[src/rtl/hamming_secded_decoder.sv]
// Extended-Hamming (SECDED) decoder: 2-stage valid/ready pipeline with
// optional single-bit correction and saturating error-event counters.
module hamming_secded_decoder #(
  parameter int P     = 3,
  parameter int CNT_W = 8,
  localparam int DATA_W = (1 << P) - P - 1,
  localparam int CW_W   = (1 << P)
) (
  input  logic              clk,
  input  logic              rst,
  input  logic              in_valid,
  output logic              in_ready,
  input  logic [CW_W-1:0]   in_data,
  input  logic              correct_en,
  output logic              out_valid,
  input  logic              out_ready,
  output logic [DATA_W-1:0] out_data,
  output logic [P-1:0]      out_syndrome,
  output logic              out_corr,
  output logic              out_uncorr,
  input  logic              cnt_clr,
  output logic [CNT_W-1:0]  corr_cnt,
  output logic [CNT_W-1:0]  uncorr_cnt
);

  // Codeword position of data bit j: the j-th non-power-of-two index.
  function automatic int dataPos(input int j);
    int cnt;
    cnt     = 0;
    dataPos = 0;
    for (int k = 1; k < CW_W; k++) begin
      if ((k & (k - 1)) != 0) begin
        if (cnt == j) dataPos = k;
        cnt++;
      end
    end
  endfunction

  logic              r_s1Valid;
  logic [CW_W-1:0]   r_s1Cw;
  logic [P-1:0]      r_s1Syn;
  logic              r_s1Op;
  logic              r_s1Mode;

  logic              r_outValid;
  logic [DATA_W-1:0] r_outData;
  logic [P-1:0]      r_outSyn;
  logic              r_outCorr;
  logic              r_outUncorr;
  logic [CNT_W-1:0]  r_corrCnt;
  logic [CNT_W-1:0]  r_uncorrCnt;

  logic              w_s2Adv;
  logic              w_s1Adv;
  logic              w_outXfer;
  logic [P-1:0]      w_syn;
  logic              w_op;
  logic [CW_W-1:0]   w_fixed;
  logic [DATA_W-1:0] w_data;
  logic              w_corr;
  logic              w_uncorr;

  assign w_s2Adv   = !r_outValid || out_ready;
  assign w_s1Adv   = !r_s1Valid || w_s2Adv;
  assign in_ready  = !rst && w_s1Adv;
  assign w_outXfer = r_outValid && out_ready;

  always_comb begin
    w_syn = '0;
    w_op  = 1'b0;
    for (int k = 0; k < CW_W; k++) begin
      if (in_data[k]) w_syn = w_syn ^ P'(k);
      w_op = w_op ^ in_data[k];
    end
  end

  // Overall parity alone distinguishes a single error (odd) from a double (even).
  always_comb begin
    w_corr   = r_s1Op;
    w_uncorr = !r_s1Op && (r_s1Syn != '0);
    w_fixed  = r_s1Cw;
    if (r_s1Mode && r_s1Op && (r_s1Syn != '0))
      w_fixed[r_s1Syn] = ~r_s1Cw[r_s1Syn];
  end

  for (genvar j = 0; j < DATA_W; j++) begin : g_extract
    assign w_data[j] = w_fixed[dataPos(j)];
  end

  always_ff @(posedge clk) begin
    if (rst) begin
      r_s1Valid <= 1'b0;
      r_s1Cw    <= '0;
      r_s1Syn   <= '0;
      r_s1Op    <= 1'b0;
      r_s1Mode  <= 1'b0;
    end else if (w_s1Adv) begin
      r_s1Valid <= in_valid;
      r_s1Cw    <= in_data;
      r_s1Syn   <= w_syn;
      r_s1Op    <= w_op;
      r_s1Mode  <= correct_en;
    end
  end

  // Output fields are forced to zero whenever the stage holds no beat.
  always_ff @(posedge clk) begin
    if (rst) begin
      r_outValid  <= 1'b0;
      r_outData   <= '0;
      r_outSyn    <= '0;
      r_outCorr   <= 1'b0;
      r_outUncorr <= 1'b0;
    end else if (w_s2Adv) begin
      r_outValid  <= r_s1Valid;
      r_outData   <= r_s1Valid ? w_data : '0;
      r_outSyn    <= r_s1Valid ? r_s1Syn : '0;
      r_outCorr   <= r_s1Valid && w_corr;
      r_outUncorr <= r_s1Valid && w_uncorr;
    end
  end

  always_ff @(posedge clk) begin
    if (rst || cnt_clr) begin
      r_corrCnt   <= '0;
      r_uncorrCnt <= '0;
    end else if (w_outXfer) begin
      if (r_outCorr && (r_corrCnt != '1))
        r_corrCnt <= r_corrCnt + 1'b1;
      if (r_outUncorr && (r_uncorrCnt != '1))
        r_uncorrCnt <= r_uncorrCnt + 1'b1;
    end
  end

  assign out_valid    = r_outValid;
  assign out_data     = r_outData;
  assign out_syndrome = r_outSyn;
  assign out_corr     = r_outCorr;
  assign out_uncorr   = r_outUncorr;
  assign corr_cnt     = r_corrCnt;
  assign uncorr_cnt   = r_uncorrCnt;

endmodule

[config.mk]
export PLATFORM = sky130hd
export DESIGN_NAME = hamming_secded_decoder
export DESIGN_NICKNAME = d
export VERILOG_FILES = /design/src/rtl/hamming_secded_decoder.sv
export SDC_FILE = /design/constraint.sdc
export NUM_CORES = 1
export LEC_CHECK = 0
export ABC_CLOCK_PERIOD_IN_PS = 1900
export CORE_MARGIN = 2
export CORE_UTILIZATION = 45
export DETAILED_ROUTE_END_ITERATION = 12
export GPL_ROUTABILITY_DRIVEN = 0
export PLACE_DENSITY = 0.74
export SLEW_MARGIN = 40
export SYNTH_ARGS = -nofsm -noshare
export SYNTH_HDL_FRONTEND = slang
export SYNTH_SLANG_ARGS = --single-unit
[constraint.sdc]
create_clock -name clk -period 1.9 [get_ports clk]
set_input_delay 0.57 -clock clk [delete_from_list [all_inputs] [get_ports clk]]
set_output_delay 0.57 -clock clk [all_outputs]
set_load 0.01 [all_outputs]
==> impl_metrics.ini <==
[outcome]
run_status = completed

[power_and_ir_drop]
pwr-share-seq = 0.525
peakVddDrop_mv = 0.488
power.density_mw_per_mm2 = 669
leakagePower_nw = 0.828
intPower_mw = 1.18
power_frac_comb = 0.117
sw_frac_of_total = 0.242
p_sw_mw = 0.374
clkPwrFrac = 0.358

[global_routing]
grt_max_degree = 23
gr-total-overflow = 0
grt_antenna_before_repair = 0
grt_pass1_vias = 1455
track_usage = 0.195
grt_first_pass_wirelength_mm = 6.31

[clock_tree]
clkTransAtPathRegs_ns = 0.06
root_buffer = clkbuf_8
clkLatencyLatePin_ns = 0.29
cts_tree = done
clock-sinks = 36
cts.hold.buffers_added = 0
htreeDepth = 2
cts_buffer_depth = 2
post_cts_buffers = 0
cts_made_buffers = 5

[yosys]
synth_ff_type = dfxtp_1
async_flop_share = 0
synth.most_common_cell = dfxtp_1
synth-edff-count = 0
yosys-top-cells-count = 36 x dfxtp_1, 25 x nand2_1, 20 x a21oi_1, 20 x nor2_1, 14 x nand3_1
syn_inst = 205
syn-cell-area_sq_mm = 0.00168
synthTopCellsByArea = dfxtp_1 43%, a21oi_1 6.0%, xnor2_1 5.7%, nand2_1 5.6%, nor2_1 4.5%
synth_top_cell_area_share = 0.430
ys_warn_count = 0
synth_fp_nets = 221
ys_ff_latch = 36
synth_area_leader_cell = dfxtp_1
synth.distinct_cells = 37
syn_area_per_cell_sq_um = 8.18
yosysSeqAreaShare = 0.430

[timing]
setup_viol = 0
tightest_slew_ns = 0.389
finalCritPeriodShare = 0.990
hold_viol_final = 0
fmax_ghz = 0.531
setup_ws_ns = 0.0182
finClkSkew_ns = 0.00339
timing.final.max_slew_violations = 0
post-route-min-period_ns = 1.88
slew_headroom = 0.740

[final_layout]
multi_input_area_sq_um = 917
seq_area_sq_um = 731
drive_gt1_frac = 0.131
antennaDiodeCount = 0
fin_nets = 274
syn_to_final_growth_pct = 38.2
final_cell_count_no_fill = 307
fillers = 331
final_util = 0.638

[route]
drtIter0Drc = 68
postRouteAntennaNets = 0
wl_mm = 3.67
routedWlPerCell_microns = 12.0
via_per_inst = 5.31
vias = 1630
first_pass_iters = 4
drc = 0

[setup_path]
path_class = input pin to output port
critPathArrivalTime_ns = 1.31
crit_slowest_cell = clkdlybuf4s50_1
cpPeakStageDelay_ns = 0.46
cp_cell_sequence = clkdlybuf4s50_1 > nor2_2 > buf_2
critPathBufInv = 2
cp_top_family = buffers and inverters
startpoint_type = input pin
cp.required_ns = 1.33
path_max_fanout = 2
endpoint_kind = output port

[job]
cap_violations = 0

[placed_design]
dp_cells = 299
place_ws_ns = -0.645
io_buffers = 40
dpl.hpwl_mm = 2.63

[floorplan]
rows = 22
die_y_microns = 65.1
die_area_sq_mm = 0.00423
ios = 41
core-area_sq_mm = 0.00363
start_util = 0.462
die_w_microns = 65.1

[min_path]
hp-class = flip-flop to flip-flop
-- power groups by stage --
stage	clock network [mW]	registers (mW)	logic (mW)
3_5_place_dp	0	0.831	0.182
2_1_floorplan	0	0.827	0.101
5_1_grt	0.617	0.819	0.202
3_3_place_gp	0	0.831	0.179
6_report	0.554	0.814	0.181
4_1_cts	0.571	0.814	0.182
-- routing by layer --
metal / track usage / share of wire
met1: 0.227 / 0.46
met2: 0.312 / 0.46
met3: 0.0660 / 0.056
met4: 0.109 / 0.026
met5: 0 / 0
-- path summary, 6_finish.rpt --
kind                                     from            end  slack (ns)  cells after the start
worst min-delay path              out_data[1]    out_data[1]        0.45                      2
worst max register to register  uncorr_cnt[0]  uncorr_cnt[5]        0.38                      4
worst min register to register    out_data[1]    out_data[1]        0.45                      2
worst max-delay path                      rst       in_ready        0.02                      3
-- cells in the final DEF, fill, tap and decap left out, drive strengths merged, types with 2 or more instances in the layout --
master         synthesis  layout
o21ai                  9       9
xnor2                 11      11
or2                    3       3
nor3                   8       8
dfxtp                 36      36
clkdlybuf4s50          0      37
nand3                 14      14
ha                     2       2
nor4                   3       3
o31ai                  2       2
a21oi                 20      20
nand4                  3       3
nand2                 25      25
buf                    2      16
or4                    2       2
and4                   3       3
o31a                   2       2
xor2                   5       5
inv                    3       3
and3                   3       3
a211oi                 5       5
or3                    2       2
clkbuf                 7       8
nor2                  20      20
and2                   2       2
o21a                   3       3
-- what timing repair did --
action	4_1_cts	5_1_grt
pin swaps	0	1
setup endpoints to repair	3	9
gates resized for setup	7	10
-- tightest hold or removal path: stages (launching register included) --
cell,delay [ns]
dfxtp_1,0.31
nand2_1,0.05
a21oi_1,0.05
-- through the flow --
| step | instance area, sq um | power (mW) | hold WS, ns | setup TNS, ns |
|---|---|---|---|---|
| after global routing | 2320 | 1.64 | 0.473 | -0.000856 |
| after global placement | 2210 | 1.01 | 0.444 | -2.62 |
| after detailed placement | 2210 | 1.01 | 0.449 | -2.77 |
| after floorplan | 1680 | 0.927 | 0.445 | 0 |
| after CTS | 2300 | 1.57 | 0.456 | 0 |
| final | 2320 | 1.55 | 0.453 | 0 |
-- cells by family (layout without fill, tap and decap cells) --
kind of cell	count (synthesis)	count (layout)	share of synthesized area
fa+ha+maj	2	2	0.0149
mux	1	1	0.00597
buf+inv	12	66	0.0283
simple gates	92	92	0.268
compound gates	46	46	0.169
flops	36	36	0.430
xor+xnor	16	16	0.0835
-- sequential cells by signal, indices dropped and copies added (netlist names) --
signal	flops
corr_cnt	8
uncorr_cnt	8
out_data	4
r_s1Cw	4
out_syndrome	3
r_s1Syn	3
out_corr	1
out_uncorr	1
out_valid	1
r_s1Mode	1
r_s1Op	1
r_s1Valid	1
-- cell type report --
| cell class | instances | area share |
|---|---|---|
| Multi-Input combinational cell | 157 | 0.396 |
| Clock buffer | 8 | 0.0389 |
| Sequential cell | 36 | 0.315 |
| Timing Repair Buffer | 55 | 0.220 |
| Tap cell | 48 | 0.0259 |
| Inverter | 3 | 0.00486 |
Power figures use the tool's default switching activity.
